`src/rtl/instr_encoder_pkg.sv`:
```
// Opcode/funct map, request select codes and FSM states shared by the
// instruction encoder and the pipeline control decoder.
package instr_encoder_pkg;

    // Primary opcodes
    localparam logic [5:0] OPC_RTYPE = 6'h00;
    localparam logic [5:0] OPC_J     = 6'h02;
    localparam logic [5:0] OPC_ADDI  = 6'h08;
    localparam logic [5:0] OPC_SLTI  = 6'h0a;
    localparam logic [5:0] OPC_ANDI  = 6'h0c;
    localparam logic [5:0] OPC_ORI   = 6'h0d;
    localparam logic [5:0] OPC_LW    = 6'h23;
    localparam logic [5:0] OPC_SH    = 6'h29;
    localparam logic [5:0] OPC_SW    = 6'h2b;

    // R-type funct codes; jr uses the project-specific 6'h18
    localparam logic [5:0] FN_JR     = 6'h18;
    localparam logic [5:0] FN_ADD    = 6'h20;
    localparam logic [5:0] FN_SUB    = 6'h22;
    localparam logic [5:0] FN_AND    = 6'h24;
    localparam logic [5:0] FN_OR     = 6'h25;
    localparam logic [5:0] FN_NOR    = 6'h27;
    localparam logic [5:0] FN_SLT    = 6'h2a;

    typedef enum logic [3:0] {
        OP_ADD     = 4'd0,
        OP_ADDI    = 4'd1,
        OP_AND     = 4'd2,
        OP_ANDI    = 4'd3,
        OP_J       = 4'd4,
        OP_JR      = 4'd5,
        OP_LW      = 4'd6,
        OP_NOR     = 4'd7,
        OP_OR      = 4'd8,
        OP_ORI     = 4'd9,
        OP_SLT     = 4'd10,
        OP_SLTI    = 4'd11,
        OP_SH      = 4'd12,
        OP_SW      = 4'd13,
        OP_SUB     = 4'd14,
        OP_ILLEGAL = 4'd15
    } op_sel_e;

    typedef enum logic [1:0] {
        ST_IDLE = 2'd0,
        ST_ENC  = 2'd1,
        ST_WR   = 2'd2,
        ST_FULL = 2'd3
    } state_e;

    function automatic logic [31:0] r_word(input logic [4:0] rs, input logic [4:0] rt,
                                           input logic [4:0] rd, input logic [5:0] funct);
        return {OPC_RTYPE, rs, rt, rd, 5'd0, funct};
    endfunction

    // Immediate is passed through untouched; extension happens in the decoder.
    function automatic logic [31:0] i_word(input logic [5:0] opc, input logic [4:0] rs,
                                           input logic [4:0] rt, input logic [15:0] imm);
        return {opc, rs, rt, imm};
    endfunction

endpackage

```
`src/rtl/instr_encoder_if.sv`:
```
// Request channel into the instruction encoder: valid/ready plus instruction fields.
interface instr_encoder_if;
    logic        enc_valid;
    logic        enc_ready;
    logic [3:0]  op_sel;
    logic [4:0]  rs;
    logic [4:0]  rt;
    logic [4:0]  rd;
    logic [15:0] imm;
    logic [25:0] target;

    modport master (
        output enc_valid, op_sel, rs, rt, rd, imm, target,
        input  enc_ready
    );

    modport slave (
        input  enc_valid, op_sel, rs, rt, rd, imm, target,
        output enc_ready
    );
endinterface

```
`src/rtl/instr_word_fmt.sv`:
```
// Combinational formatter: mnemonic select plus fields to a 32-bit instruction word.
module instr_word_fmt
    import instr_encoder_pkg::*;
(
    input  logic [3:0]  op_sel,
    input  logic [4:0]  rs,
    input  logic [4:0]  rt,
    input  logic [4:0]  rd,
    input  logic [15:0] imm,
    input  logic [25:0] target,
    output logic [31:0] word,
    output logic        illegal
);

    always_comb begin
        word    = '0;
        illegal = 1'b0;
        case (op_sel)
            OP_ADD:  word = r_word(rs, rt, rd, FN_ADD);
            OP_AND:  word = r_word(rs, rt, rd, FN_AND);
            OP_NOR:  word = r_word(rs, rt, rd, FN_NOR);
            OP_OR:   word = r_word(rs, rt, rd, FN_OR);
            OP_SLT:  word = r_word(rs, rt, rd, FN_SLT);
            OP_SUB:  word = r_word(rs, rt, rd, FN_SUB);
            // jr only carries rs; rt/rd/shamt are forced to zero
            OP_JR:   word = r_word(rs, 5'd0, 5'd0, FN_JR);
            OP_ADDI: word = i_word(OPC_ADDI, rs, rt, imm);
            OP_ANDI: word = i_word(OPC_ANDI, rs, rt, imm);
            OP_LW:   word = i_word(OPC_LW, rs, rt, imm);
            OP_ORI:  word = i_word(OPC_ORI, rs, rt, imm);
            OP_SLTI: word = i_word(OPC_SLTI, rs, rt, imm);
            OP_SH:   word = i_word(OPC_SH, rs, rt, imm);
            OP_SW:   word = i_word(OPC_SW, rs, rt, imm);
            OP_J:    word = {OPC_J, target};
            default: illegal = 1'b1;
        endcase
    end

endmodule

```
`src/rtl/instr_encoder.sv`:
```
// Instruction encoder: accepts requests, formats them and writes words
// sequentially into instruction memory through a one-cycle write strobe.
module instr_encoder
    import instr_encoder_pkg::*;
#(
    parameter int ADDR_W = 8,
    parameter int DEPTH  = 256
) (
    input  logic              clk,
    input  logic              reset,
    input  logic              clear,
    input  logic [ADDR_W-1:0] start_addr,
    instr_encoder_if.slave    enc,
    output logic              imem_we,
    output logic [ADDR_W-1:0] imem_addr,
    output logic [31:0]       imem_wdata,
    output logic [ADDR_W:0]   count,
    output logic              full,
    output logic              error
);

    localparam logic [ADDR_W:0]   LAST_COUNT = (ADDR_W+1)'(DEPTH - 1);
    localparam logic [ADDR_W:0]   COUNT_ONE  = (ADDR_W+1)'(1);
    localparam logic [ADDR_W-1:0] PTR_ONE    = ADDR_W'(1);

    state_e            state_reg;
    logic              ready_reg;
    logic              we_reg;
    logic [ADDR_W-1:0] addr_reg;
    logic [31:0]       wdata_reg;
    logic [ADDR_W:0]   count_reg;
    logic              full_reg;
    logic              error_reg;
    logic [ADDR_W-1:0] ptr_reg;

    logic [3:0]        op_reg;
    logic [4:0]        rs_reg;
    logic [4:0]        rt_reg;
    logic [4:0]        rd_reg;
    logic [15:0]       imm_reg;
    logic [25:0]       target_reg;

    logic [31:0]       fmt_word;
    logic              fmt_illegal;

    instr_word_fmt u_fmt (
        .op_sel  (op_reg),
        .rs      (rs_reg),
        .rt      (rt_reg),
        .rd      (rd_reg),
        .imm     (imm_reg),
        .target  (target_reg),
        .word    (fmt_word),
        .illegal (fmt_illegal)
    );

    always_ff @(posedge clk) begin
        if (reset) begin
            state_reg  <= ST_IDLE;
            ready_reg  <= 1'b1;
            we_reg     <= 1'b0;
            addr_reg   <= '0;
            wdata_reg  <= '0;
            count_reg  <= '0;
            full_reg   <= 1'b0;
            error_reg  <= 1'b0;
            ptr_reg    <= '0;
            op_reg     <= '0;
            rs_reg     <= '0;
            rt_reg     <= '0;
            rd_reg     <= '0;
            imm_reg    <= '0;
            target_reg <= '0;
        end else if (clear) begin
            // Abort anything in flight; the memory bus keeps its last address/data
            state_reg <= ST_IDLE;
            ready_reg <= 1'b1;
            we_reg    <= 1'b0;
            count_reg <= '0;
            full_reg  <= 1'b0;
            error_reg <= 1'b0;
            ptr_reg   <= start_addr;
        end else begin
            case (state_reg)
                ST_IDLE: begin
                    if (enc.enc_valid) begin
                        op_reg     <= enc.op_sel;
                        rs_reg     <= enc.rs;
                        rt_reg     <= enc.rt;
                        rd_reg     <= enc.rd;
                        imm_reg    <= enc.imm;
                        target_reg <= enc.target;
                        ready_reg  <= 1'b0;
                        state_reg  <= ST_ENC;
                    end
                end
                ST_ENC: begin
                    if (fmt_illegal) begin
                        error_reg <= 1'b1;
                        ready_reg <= 1'b1;
                        state_reg <= ST_IDLE;
                    end else begin
                        we_reg    <= 1'b1;
                        addr_reg  <= ptr_reg;
                        wdata_reg <= fmt_word;
                        state_reg <= ST_WR;
                    end
                end
                ST_WR: begin
                    we_reg    <= 1'b0;
                    ptr_reg   <= ptr_reg + PTR_ONE;
                    count_reg <= count_reg + COUNT_ONE;
                    if (count_reg == LAST_COUNT) begin
                        full_reg  <= 1'b1;
                        state_reg <= ST_FULL;
                    end else begin
                        ready_reg <= 1'b1;
                        state_reg <= ST_IDLE;
                    end
                end
                ST_FULL: begin
                    // Parked until clear or reset
                    ready_reg <= 1'b0;
                end
                default: begin
                    state_reg <= ST_IDLE;
                    ready_reg <= 1'b1;
                end
            endcase
        end
    end

    assign enc.enc_ready = ready_reg;
    assign imem_we       = we_reg;
    assign imem_addr     = addr_reg;
    assign imem_wdata    = wdata_reg;
    assign count         = count_reg;
    assign full          = full_reg;
    assign error         = error_reg;

endmodule

```
`src/flat_wrapper.sv`:
```
// flat-port wrapper written by rule: the top's interface ports become plain ports
module instr_encoder_flat import instr_encoder_pkg::*;
#(
    parameter int ADDR_W = 8,
    parameter int DEPTH  = 256
)
  (clk, reset, clear, start_addr, imem_we, imem_addr, imem_wdata, count, full, error, enc_enc_valid, enc_op_sel, enc_rs, enc_rt, enc_rd, enc_imm, enc_target, enc_enc_ready);
  instr_encoder_if enc_i ();
  input  logic clk;
  input  logic reset;
  input  logic clear;
  input  logic [ADDR_W-1:0] start_addr;
  output logic imem_we;
  output logic [ADDR_W-1:0] imem_addr;
  output logic [31:0] imem_wdata;
  output logic [ADDR_W:0] count;
  output logic full;
  output logic error;
  input wire logic [$bits(enc_i.enc_valid)-1:0] enc_enc_valid;
  input wire logic [$bits(enc_i.op_sel)-1:0] enc_op_sel;
  input wire logic [$bits(enc_i.rs)-1:0] enc_rs;
  input wire logic [$bits(enc_i.rt)-1:0] enc_rt;
  input wire logic [$bits(enc_i.rd)-1:0] enc_rd;
  input wire logic [$bits(enc_i.imm)-1:0] enc_imm;
  input wire logic [$bits(enc_i.target)-1:0] enc_target;
  output wire logic [$bits(enc_i.enc_ready)-1:0] enc_enc_ready;
  assign enc_i.enc_valid = enc_enc_valid;
  assign enc_i.op_sel = enc_op_sel;
  assign enc_i.rs = enc_rs;
  assign enc_i.rt = enc_rt;
  assign enc_i.rd = enc_rd;
  assign enc_i.imm = enc_imm;
  assign enc_i.target = enc_target;
  assign enc_enc_ready = enc_i.enc_ready;
  instr_encoder #(.ADDR_W(ADDR_W), .DEPTH(DEPTH)) u_core (.clk(clk), .reset(reset), .clear(clear), .start_addr(start_addr), .enc(enc_i), .imem_we(imem_we), .imem_addr(imem_addr), .imem_wdata(imem_wdata), .count(count), .full(full), .error(error));
endmodule
```
`config.mk`:
```
export PLATFORM = sky130hd
export DESIGN_NAME = instr_encoder_flat
export DESIGN_NICKNAME = d
export VERILOG_FILES = /design/src/rtl/instr_encoder_pkg.sv /design/src/rtl/instr_encoder_if.sv /design/src/rtl/instr_word_fmt.sv /design/src/rtl/instr_encoder.sv /design/src/flat_wrapper.sv
export SDC_FILE = /design/constraint.sdc
export NUM_CORES = 1
export LEC_CHECK = 0
export CORE_AREA = 4 4 126 98
export CTS_BUF_LIST = sky130_fd_sc_hd__clkbuf_4
export CTS_CLUSTER_SIZE = 25
export DETAILED_ROUTE_END_ITERATION = 10
export DIE_AREA = 0 0 130 102
export PLACE_DENSITY = 0.92
export SYNTH_ARGS = -nofsm -noshare
export SYNTH_HDL_FRONTEND = slang
export SYNTH_HIERARCHICAL = 1
export SYNTH_SLANG_ARGS = --single-unit
```
`constraint.sdc`:
```
create_clock -name clk -period 2.5 [get_ports clk]
set_input_delay 0.5 -clock clk [delete_from_list [all_inputs] [get_ports clk]]
set_output_delay 0.5 -clock clk [all_outputs]
set_load 0.02 [all_outputs]
```
After elaboration in Yosys (flattened, before gate mapping)
Index checks and enable logic that the tools add are counted.

cells by class
  equal/unequal tests = 22
  muxes and demuxes = 13
  reduce and logical (&&, ||, !) cells = 14
  bitwise operators = 2
  $add $sub $neg = 2

operators by type and width
  cell                   count
  $pmux W32 S15          1
  $eq A4 B4 Y1 const B   7
  $eq A4 B3 Y1 const B   4
  $mux W8                2
  $reduce_or A15 Y1      1
  $add A9 B1 Y9 const B  1
  $eq A9 B8 Y1 const B   1
  $reduce_and A3 Y1      3
  $add A8 B1 Y8 const B  1
  $eq A4 B2 Y1 const B   2
  $ne A2 B2 Y1 const B   4
  $reduce_and A2 Y1      4
  $mux W2                3
  $pmux W2 S3            1
  $eq A2 B2 Y1 const B   2
  $eq A4 B1 Y1 const B   1
  $logic_not A4 Y1       1
  $mux W1                4
  $pmux W1 S4            1
  $reduce_bool A2 Y1     2
  $reduce_bool A3 Y1     1
  $eq A2 B1 Y1 const B   1
  $logic_not A2 Y1       1
  $not A1 Y1             2
  other kinds (2)        2

storage, ports and cells
  output and inout port bits = 53
  register bits = 124
  word-level logic and storage cells = 68

Depth between registers and ports, before layout
  depth after elaboration = 4
  depth in mapped cells = 9

Modules after synthesis
The synthesis kept the hierarchy.

by module, submodules not included
  module          area each (um^2)  times used  cells each  seq. area each (um^2)
  instr_encoder   4629.4            1           568         2482.4
  instr_word_fmt  1034.7            1           144         0.0

Least setup slack after synthesis
No wires, ideal clock.

  path type = reg-to-reg
  from = register u_core.op_reg[0]
  to = register u_core.wdata_reg[0], in the netlist u_core/imem_wdata[0]
  path buffers = 4
  path slack = 0.636 ns
  cell stages (with the launch flop) = 10
  period minus slack after synthesis = 1.864 ns
  setup time = 0.071 ns
  arrival = 1.793 ns
  path through = dfxtp_1 buf_2 buf_2 nand3_1 nor2_1 or3b_1 clkbuf_1 buf_2 nand2_1 a21oi_1

between the ends
  word-level cells in the longest chain between the ends = 3
  elaborated cells between the ends (all ways) = 18
  those cells by class = 14 x eq/ne; 1 x mux; 3 x reduce/logical

ends and longest elaborated chain
  what                                        RTL line              source
  start, declared                             instr_encoder.sv:36   logic [3:0] op_reg;
  start signal, assigned                      instr_encoder.sv:87   op_reg <= enc.op_sel;
  $eq A4 B3 Y1, or another cell as far along  instr_word_fmt.sv:18  case (op_sel)
  $reduce_or A15 Y1 (no line)                 n/a
  $reduce_and A3 Y1 (no line)                 n/a
  end signal, assigned                        instr_encoder.sv:105  wdata_reg <= fmt_word;
  end, declared                               instr_encoder.sv:30   logic [31:0] wdata_reg;

Several ways; a longest one is shown, not always the timed one.
A chain may end at the register's enable or synchronous reset.

Worst setup path in the final report
  from = register u_core.count_reg[3], in the netlist u_core/count[3]
  to = output count[3]

RTL lines
  what                    RTL line              source
  start, declared         instr_encoder.sv:31   logic [ADDR_W:0] count_reg;
  start signal, assigned  instr_encoder.sv:112  count_reg <= count_reg + COUNT_ONE;
  end, declared           flat_wrapper.sv:16    output logic [ADDR_W:0] count;

No word-level cell between the ends.

==> results_dict.tcl <==
set metrics [dict create \
    fin_area_um2 7260 \
    synth_edf_count 0 \
    syn_avg_cell_area_um2 7.96 \
    io_buffers 125 \
    reg2reg_slack_ps 470 \
    syn_nets 791 \
    synthToLayoutAreaGrowth_pct 28.1 \
    synth-xor-area-share_pct 1.55 \
    crit_buf_inv 1 \
    p_leak_nw 2.48 \
    first_iter_violations 450 \
    cts.sinks 124 \
    root_buffer "clkbuf_4" \
    cp_max_fo 6 \
    grt_max_degree 111 \
    multiInputGateArea_um2 2850 \
    setup_viol 0 \
    nets 897 \
    clk_pin_slew_ps 110 \
    drive_gt1_share_pct 7.70 \
    yosysSeqAreaShare_pct 43.8 \
    dieArea_um2 13300 \
    fp-row-count 34 \
    dr.pass1.iters 5 \
    clk_latency_ps 540 \
    slew_viol_final 0 \
    synth_mux_area_share_pct 1.26 \
    path_delay_family "buffers and inverters" \
    slowest_stage "clkdlybuf4s50_1" \
    fin_util_pct 64.6 \
    cts.htree.levels 4 \
    place_area_um2 6940 \
    drt-wirelength-per-cell_um 15.0 \
    yosys-top-cells-area "dfxtp_1 (44%), nand2_1 (14%), a21oi_1 (10%), buf_2 (2.0%), nor2_1 (1.8%)" \
    coreArea_um2 11200 \
    crit_type "reg2out" \
    rsz0062_at_grt "false" \
    crit_path_end_kind "output port" \
    fp.dieH_um 102 \
    slew_headroom_pct 49.1 \
    ys.flop_type "dfxtp_1" \
    gr-usage-all-layers_pct 21.8 \
    synthArstFlopShare_pct 0 \
    synth_top_area_share_pct 43.8 \
    vdd_ir_drop_max_uv 295 \
    drv_cap 0 \
    fillCellCount 984 \
    cp_data_required_time_ps 2000 \
    drtAntennaViolNets 0 \
    antenna_found_initial 0 \
    hold_viol 0 \
    status "finished clean" \
    synth_seq_cells 124 \
    ctsResizeCount 0 \
    tightest_slew_ps 762 \
    synth_top_family_by_area "simple AND/OR/NAND/NOR gates" \
    grt_pass1_vias 4801 \
    setup_tns_ps 0 \
    place.gp.congestion 0.926 \
    wl_um 14600 \
    slowest_delay_ps 670 \
    syn-instance-count 712 \
    timing.fmax_ghz 0.461 \
    crit_cells 1 \
    fin_crit_ps 2170 \
    syn_area_um2 5660 \
    worstPathArrival_ps 1670 \
    postCtsSetupRepairBufs 0 \
    largest_reg_flops 32 \
    routed_via_density 5.50 \
    synth-compound-area-share_pct 19.6 \
    final_cell_mix "nand2_1 (218), clkdlybuf4s50_1 (124), dfxtp_1 (124)" \
    via_count 5359 \
    p_total_mw 4.11 \
    final_common_cell "nand2_1" \
    rr_worst_depth 6 \
    worstHoldPathCells 3 \
    start_util_pct 50.4 \
    cts-hold-fix-buffers 0 \
    drc 0 \
    grt_pass1_wl_um 23000 \
    numCtsBuffers 17 \
    critPathLaunchType "register" \
    fin_crit_sh_pct 86.8 \
    synth.largest_area_cell "dfxtp_1" \
    dp_hpwl_um 9870 \
    worstPathCellList "clkdlybuf4s50_1" \
    regArea_um2 2480 \
    yosys.area_share.adder_pct 1.33 \
    synth-simple-area-share_pct 26.4 \
    hp-class "in2reg" \
    tritoncts "yes" \
    finClkSkew_ps 13.7 \
    num_antenna_cells 0 \
    die_x_um 130 \
    ios 126 \
    grt-ovfl-total 0 \
    synth.distinct_cells 62 \
    clockBufferDepth 2 \
    power_per_cell_area_nw_per_um2 566 \
    ys.warnings.count 6 \
]
==> power by group <==
group	switching, mW	internal [mW]
logic	0.249	0.231
clock network	0.747	0.789
registers	0.0499	2.04
==> through the flow <==
stage / worst slack (ps) / instances / hold slack [ps]
after floorplan: 636 / 712 / 431
after global placement: 368 / 943 / 439
after detailed placement: 297 / 943 / 448
after CTS: 282 / 975 / 332
after global routing: 257 / 975 / 352
final: 330 / 975 / 380
==> cell usage after synthesis, drive strengths merged, types with 8 or more instances <==
cell type	number
a21oi	117
buf	38
clkbuf	15
dfxtp	124
nand2	218
nand3	14
nor2	27
o21ai	9
xor2	8
==> final timing paths <==
path,startpoint,end
worst max-delay path,u_core/count[3],count[3]
worst min-delay path,reset,u_core/count[6]
worst max register to register,u_core/op_reg[0],u_core/imem_wdata[0]
worst min register to register,u_core/target_reg[1],u_core/target_reg[1]
==> cell families after synthesis <==
logic type | count (synthesis)
adders and majority gates | 6
DFF | 124
AOI/OAI and AO/OA | 184
xor gates and xnor gates | 10
and+or+nand+nor | 319
other | 1
muxes | 7
buffers and inverters | 61
==> final cells by class <==
cell class                      count  area share (%)
Multi-Input combinational cell    527            39.3
Sequential cell                   124            34.2
Timing Repair Buffer              140            19.3
Tap cell                          144            2.48
Clock inverter                     14            2.43
Clock buffer                       18            1.86
Inverter                            8           0.414
==> worst reg2reg max path: stages, from the launching register on <==
cell     delay, ps
dfxtp_1        510
nand3_1        270
nor2_1         470
or3b_1         210
buf_4          260
nand2_1         90
a21oi_1        140
==> per-layer routing <==
layer | global-route usage (%) | vias to the layer above | part of all wire (%)
li1 | - | 2664 | -
met1 | 30.2 | 2465 | 46
met2 | 32.6 | 210 | 45
met3 | 6.01 | 20 | 8.0
met4 | 8.07 | 0 | 1.5
met5 | 0 | - | 0
No activity file was read; power rests on OpenSTA's default activity.
